## src/rtl/opr2_sequencer.sv

```systemverilog
`timescale 1ns/1ps
`default_nettype none
//------------------------------------------------------------------------------
// Module   : opr2_sequencer
// Brief    : Steps a PDP-8/E group-2 operate microinstruction through its
//            skip-test/CLA, OSR and HLT event phases.
// Revision : 1.0 - initial release
//------------------------------------------------------------------------------
module opr2_sequencer #(
   parameter int USER_TRAP_EN = 1
) (
   input  logic        clk100,
   input  logic        reset,
   input  logic        start,
   input  logic [0:11] instruction,
   input  logic [0:11] ac,
   input  logic        l,
   input  logic [0:11] sr,
   input  logic        user_mode,
   input  logic        cont,
   output logic [0:11] ac_out,
   output logic        ac_wr,
   output logic        skip,
   output logic        halt,
   output logic        trap,
   output logic        busy,
   output logic        done
);

   localparam logic c_trap_en = (USER_TRAP_EN != 0);

   typedef enum logic [2:0] {
      S_IDLE = 3'd0,
      S_EVAL = 3'd1,
      S_OSR  = 3'd2,
      S_HALT = 3'd3,
      S_DONE = 3'd4
   } state_t;

   state_t      r_state;
   state_t      w_next;

   // Only the microinstruction bits that steer the sequence are kept.
   logic [4:10] r_ir;
   logic [0:11] r_ac;
   logic [0:11] r_ac_out;
   logic        r_l;
   logic        r_user;
   logic        r_ac_zero;
   logic        r_skip;

   logic        w_group2;
   logic        w_accept;
   logic        w_sma;
   logic        w_sza;
   logic        w_snl;
   logic        w_any;
   logic        w_skip_eval;
   logic        w_trap_eval;
   logic [0:11] w_ac_next;
   logic [0:11] w_ac_out;

   assign w_group2 = (instruction[0:3] == 4'b1111) && !instruction[11];
   assign w_accept = start && w_group2 && (r_state == S_IDLE);

   // Skip tests always see the captured AC; CLA lands in r_ac only after EVAL.
   assign w_sma       = r_ir[5] & r_ac[0];
   assign w_sza       = r_ir[6] & r_ac_zero;
   assign w_snl       = r_ir[7] & r_l;
   assign w_any       = w_sma | w_sza | w_snl;
   assign w_skip_eval = r_ir[8] ? !w_any : w_any;
   assign w_trap_eval = c_trap_en && r_user && (r_ir[9] || r_ir[10]);

   always_ff @(posedge clk100 or negedge reset) begin
      if (!reset) begin
         r_state <= S_IDLE;
      end else begin
         r_state <= w_next;
      end
   end

   always_ff @(posedge clk100 or negedge reset) begin
      if (!reset) begin
         r_ir      <= '0;
         r_ac      <= '0;
         r_l       <= 1'b0;
         r_user    <= 1'b0;
         r_ac_zero <= 1'b0;
         r_skip    <= 1'b0;
         r_ac_out  <= '0;
      end else begin
         r_ac_out <= w_ac_out;
         if (w_accept) begin
            r_ir      <= instruction[4:10];
            r_ac      <= ac;
            r_l       <= l;
            r_user    <= user_mode;
            r_ac_zero <= (ac == 12'd0);
         end else begin
            r_ac <= w_ac_next;
         end
         if (r_state == S_EVAL) begin
            r_skip <= w_skip_eval;
         end
      end
   end

   always_comb begin
      w_next    = r_state;
      w_ac_next = r_ac;
      w_ac_out  = r_ac_out;
      ac_wr     = 1'b0;
      skip      = 1'b0;
      halt      = 1'b0;
      trap      = 1'b0;
      done      = 1'b0;
      busy      = (r_state != S_IDLE);

      case (r_state)
         S_IDLE: begin
            if (w_accept) begin
               w_next = S_EVAL;
            end
         end

         S_EVAL: begin
            if (r_ir[4]) begin
               w_ac_out  = 12'd0;
               w_ac_next = 12'd0;
               ac_wr     = 1'b1;
            end
            // A trapped OSR/HLT still lets the skip test and CLA complete.
            if (w_trap_eval) begin
               trap   = 1'b1;
               w_next = S_DONE;
            end else if (r_ir[9]) begin
               w_next = S_OSR;
            end else if (r_ir[10]) begin
               w_next = S_HALT;
            end else begin
               w_next = S_DONE;
            end
         end

         S_OSR: begin
            w_ac_out  = r_ac | sr;
            w_ac_next = r_ac | sr;
            ac_wr     = 1'b1;
            w_next    = r_ir[10] ? S_HALT : S_DONE;
         end

         S_HALT: begin
            halt = 1'b1;
            if (cont) begin
               w_next = S_DONE;
            end
         end

         S_DONE: begin
            done   = 1'b1;
            skip   = r_skip;
            w_next = S_IDLE;
         end

         default: begin
            w_next = S_IDLE;
         end
      endcase
   end

   assign ac_out = w_ac_out;

endmodule
`default_nettype wire

```

## config.mk

```make
export PLATFORM = sky130hd
export DESIGN_NAME = opr2_sequencer
export DESIGN_NICKNAME = d
export VERILOG_FILES = /design/src/rtl/opr2_sequencer.sv
export SDC_FILE = /design/constraint.sdc
export NUM_CORES = 1
export LEC_CHECK = 0
export ABC_AREA = 1
export BUFFER_PORTS_ARGS = -buffer_cell sky130_fd_sc_hd__buf_2
export CAP_MARGIN = 30
export CORE_UTILIZATION = 54
export DETAILED_ROUTE_END_ITERATION = 10
export PLACE_DENSITY = 0.89
export SLEW_MARGIN = 20
export SYNTH_ARGS = -nofsm -noshare
export SYNTH_HDL_FRONTEND = slang
export SYNTH_SLANG_ARGS = --single-unit
```

## constraint.sdc

```tcl
create_clock -name clk100 -period 3.3 [get_ports clk100]
set_input_delay 0.165 -clock clk100 [delete_from_list [all_inputs] [get_ports clk100]]
set_output_delay 0.165 -clock clk100 [all_outputs]
set_load 0.02 [all_outputs]
```

* Word level (Yosys, flattened, before mapping) *
Index checks and enable logic that the tools add are counted.

storage, ports and cells
  bits in registers = 38
  input port bits = 42

cells by class
  equal/unequal tests = 8
  reduce and logical (&&, ||, !) cells = 13
  multiplexer cells = 19
  bitwise logic cells = 6

operator list
  cell                                                                    number
  12-bit case mux with 2 select lines                                     2
  12-bit two-way mux                                                      3
  3-bit two-way mux                                                       5
  12-bit zero test                                                        1
  12-bit bitwise OR                                                       1
  3-bit case mux with 4 select lines                                      1
  1-bit two-way mux                                                       7
  3-bit by 2-bit equality test with 1-bit output (second input constant)  2
  3-bit nonzero test                                                      2
  4-bit equality test (second input constant)                             1
  1-bit logical AND                                                       4
  2-bit != test (second input constant)                                   2
  2-bit AND reduction                                                     2
  1-bit bitwise AND                                                       3
  3-bit by 1-bit equality test with 1-bit output (second input constant)  1
  3-bit equality test (second input constant)                             1
  3-bit zero test                                                         1
  3-bit != test (second input constant)                                   1
  1-bit zero test                                                         2
  1-bit bitwise OR                                                        2
  1-bit case mux with 2 select lines                                      1
  1-bit logical OR                                                        1

* Depth between registers and ports, before layout *
  word-level depth = 6
  depth in mapped cells = 8

* Worst setup path after synthesis *
Ideal clock, no wire load.

  path type = flip-flop to output port
  from = reg r_state[0]
  to = out skip
  cell stages (with the launch flop) = 3
  data required time = 3.135 ns
  slack = 1.817 ns
  arrival time = 1.318 ns
  cell sequence = dfrtp_1 > nor3_1 > and2_1

on the way
  longest elaborated chain between the ends = 2

ends and longest elaborated chain
  what                    line  RTL
  start, declared         40    state_t r_state;
  start signal, assigned  78    r_state <= w_next;
  3-bit equality test     119   case (r_state)
  1-bit two-way mux       119
  end, declared           23    output logic skip,

No other way between the ends.

* Worst setup path after layout *
  from = reg r_state[1]
  to = out ac_out[6] in the netlist's numbering

on the way
  longest elaborated chain between the ends = 2
  elaborated cells between the ends (all ways) = 3
  those cells by class = eq/ne: 2; mux: 1

ends and longest elaborated chain
  what                                                                                                              line  RTL
  3-bit by 2-bit equality test with 1-bit output or 3-bit by 1-bit equality test with 1-bit output (tied branches)  119
  12-bit case mux with 2 select lines (*)                                                                           119
  end, declared                                                                                                     21    output logic [0:11] ac_out,

Every way passes the cells marked *; elsewhere a longest branch is shown, timed or not.

==> impl_metrics.tcl <==
set metrics [dict create \
    post-dp-hpwl_um 2961 \
    synth_cell_types 23 \
    hold_path_startpoint "instruction[10]" \
    p_comb_share_pct 42.5 \
    grt-ovfl-total 0 \
    die-area_sq_um 3758 \
    drc 0 \
    initial_core_util_pct 56.47 \
    skew_ps 10.20 \
    routabilityCongestion 0.8485 \
    instances_no_fill 355 \
    arrival_ps 1860 \
    sequentialPowerShare_pct 42.1 \
    hold_end "r_ir[10]" \
    ys_seq_area_share_pct 50.07 \
    grt_util_all_layers_pct 25.70 \
    hp-class "in2reg" \
    post_cts_resized 0 \
    ios 60 \
    synth_cells 242 \
    num_vias 1782 \
    r2r-end "r_ac[8]" \
    fin_crit_sh_pct 61.30 \
    max_stage_delay_ps 450 \
    clk_pin_slew_worst_paths_ps 110 \
    cp_top_family "simple AND/OR/NAND/NOR gates" \
    grt_first_pass_wirelength_um 6837 \
    fmax_ghz 0.4944 \
    io_buffers 59 \
    setup_viol 0 \
    die_h_um 61.31 \
    htree_levels 2 \
    clock_latency_ps 360 \
    syn_area_per_cell_sq_um 7.848 \
    drt-pass1-iter-count 5 \
    cts_buffers 5 \
    rsz0062_at_grt "false" \
    worstPathCellList "nand2_2 > nor2_4 > nor2_4 > nand2_1 > nand2_1 > buf_2" \
    ant_nets 0 \
    grt_max_degree 39 \
    cts_tree "yes" \
    crit_required_ps 3130 \
    rr_worst_depth 6 \
    ys_ff_latch 38 \
    via_per_inst 5.020 \
    n_fill_cell 293 \
    synth_area_sq_um 1899 \
    power_density_nw_per_um2 740.7 \
    dp.cells 339 \
    power.internal_mw 0.9811 \
    cp_max_fo 25 \
    antenna_cells 0 \
    switching_share_pct 42.65 \
    clock-root-buffer "clkbuf_4" \
    final_nets 350 \
    maxCapViolCount 0 \
    layout-drive-gt1-share_pct 25.24 \
    worstSetupStartpointType "register" \
    timing.final.max_slew_violations 0 \
    rows 21 \
    synth_nets 284 \
    slowest_stage "nor2_4" \
    status "complete, no violations" \
    final_hold_viol_count 0 \
    clkSinkCount 38 \
    grt_pass1_vias 1663 \
    tightest_slew_ps 828.3 \
    grt_antenna_before_repair 0 \
    tns_ps 0 \
    r2r_slack_ps 1790 \
    yosys_warnings 0 \
    wl_per_cell_um 12.31 \
    die_x_um 61.31 \
    drt_first_iter_violations 129 \
    end_kind "primary output" \
    power_mw 1.711 \
    critPathKind "reg2out" \
    power_frac_clock_pct 15.3 \
    area_delta_synth_final_pct 21.61 \
    coreArea_sq_um 3363 \
    switchingPower_mw 0.7297 \
    min_period_ps 2023 \
    rr_startpoint "r_state[0]" \
    wirelength_um 4369 \
    p_leak_nw 1.406 \
    clock_path_buffers 2 \
    crit_buf_inv 1 \
    min_delay_path_depth 3 \
    peakVddDrop_mv 0.4085 \
    relSlewSlack_pct 44.78 \
]
==> flip-flops by register name, summed over array words and instances (netlist names) <==
name       cells
r_ac_out      12
r_l            1
r_user         1
r_ac          12
r_state        3
r_ac_zero      1
r_ir           7
r_skip         1
==> cell families after synthesis <==
group,Yosys count,share of synthesized area [%]
AOI/OAI and AO/OA,21,5.665
and+or+nand+nor,148,34.19
xor gates and xnor gates,1,0.4612
buffers and inverters,34,9.618
DFF,38,50.07
==> layer usage <==
metal	part of all wire [%]	GRT usage [%]	vias to the layer above
li1	-	-	883
met1	40	28.73	834
met2	52	46.12	53
met3	5.1	7.143	12
met4	2.0	10.39	0
met5	0	0	-
==> through the flow <==
step	worst slack [ps]	hold slack, ps	util [%]	area (sq um)
finish	1277	11.52	68.68	2310
global route	1096	-2.443	68.68	2310
CTS	1260	7.477	68.38	2300
detailed placement	1667	314.3	64.51	2170
global placement	1704	300.0	64.51	2170
floorplan	1817	-130.6	-	1899
==> cells in the mapped netlist <==
| cell | instances | area [sq um] |
|---|---|---|
| a21oi_1 | 3 | 15.01 |
| and2_1 | 1 | 6.260 |
| buf_4 | 2 | 15.01 |
| buf_6 | 6 | 67.56 |
| dfrtp_1 | 38 | 950.9 |
| inv_1 | 22 | 82.58 |
| inv_2 | 3 | 11.26 |
| inv_4 | 1 | 6.260 |
| nand2_1 | 109 | 409.1 |
| nand2_2 | 1 | 6.260 |
| nand3_1 | 15 | 75.07 |
| nand3_2 | 1 | 10.01 |
| nand3_4 | 2 | 35.03 |
| nand4_1 | 2 | 12.51 |
| nor2_1 | 9 | 33.78 |
| nor2_2 | 1 | 6.260 |
| nor2_4 | 3 | 33.78 |
| nor2b_1 | 1 | 6.260 |
| nor3_1 | 3 | 15.01 |
| o211ai_1 | 1 | 7.510 |
| o21ai_0 | 15 | 75.07 |
| o21ai_1 | 2 | 10.01 |
| xor2_1 | 1 | 8.760 |
==> tightest hold or removal path, delay by kind of cell <==
kind,cells,cell delay [ps]
AOI/OAI and AO/OA,1,60
and+or+nand+nor,1,40
buffers and inverters,1,80
==> power groups by stage <==
stage	combinational [mW]	clock, mW	sequential, mW
after floorplan	0.551	0	0.704
after detailed placement	0.718	0	0.727
final	0.728	0.262	0.721
after CTS	0.729	0.264	0.718
after global placement	0.697	0	0.720
after global routing	0.829	0.285	0.741
==> placed cells by master, fill, tap and decap left out <==
master / netlist / layout
a21oi_1: 3 / 3
and2_1: 1 / 1
buf_2: 0 / 59
clkbuf_1: 0 / 1
clkbuf_4: 0 / 5
clkbuf_8: 0 / 1
clkinv_2: 0 / 1
dfrtp_1: 38 / 38
dlygate4sd3_1: 0 / 8
inv_1: 22 / 22
inv_2: 3 / 3
inv_4: 1 / 1
nand2_1: 109 / 109
nand2_2: 1 / 1
nand3_1: 15 / 15
nand3_2: 1 / 1
nand3_4: 2 / 2
nand4_1: 2 / 2
nor2_1: 9 / 9
nor2_2: 1 / 1
nor2_4: 3 / 3
nor2b_1: 1 / 1
nor3_1: 3 / 3
o211ai_1: 1 / 1
o21ai_0: 15 / 15
o21ai_1: 2 / 2
xor2_1: 1 / 1
==> cell type report <==
type / count / area [sq um] / area share [%]
timing repair buffer: 67 / 375.4 / 16.25
clock buffer: 7 / 55.05 / 2.384
sequential: 38 / 950.9 / 41.17
inverter: 26 / 100.1 / 4.334
multi-input combinational: 170 / 765.7 / 33.15
clock inverter: 1 / 5.005 / 0.2167
tap: 46 / 57.56 / 2.492
==> what timing repair did <==
action	in CTS	in global routing
hold endpoints to repair	44	1
setup buffers	0	0
hold buffers	7	1
==> worst max-delay path by stage <==
stage / startpoint / end / slack, ps / cells past startpoint
3_5_place_dp: r_state[1] / ac_out[11] / 1670 / 6
6_report: r_state[1] / ac_out[6] / 1280 / 6
3_3_place_gp: r_state[1] / ac_out[8] / 1700 / 6
2_1_floorplan: r_state[0] / skip / 1820 / 2
4_1_cts: r_state[1] / ac_out[11] / 1260 / 6
5_1_grt: r_state[1] / ac_out[4] / 1100 / 6
Power figures use the tool's default switching activity.
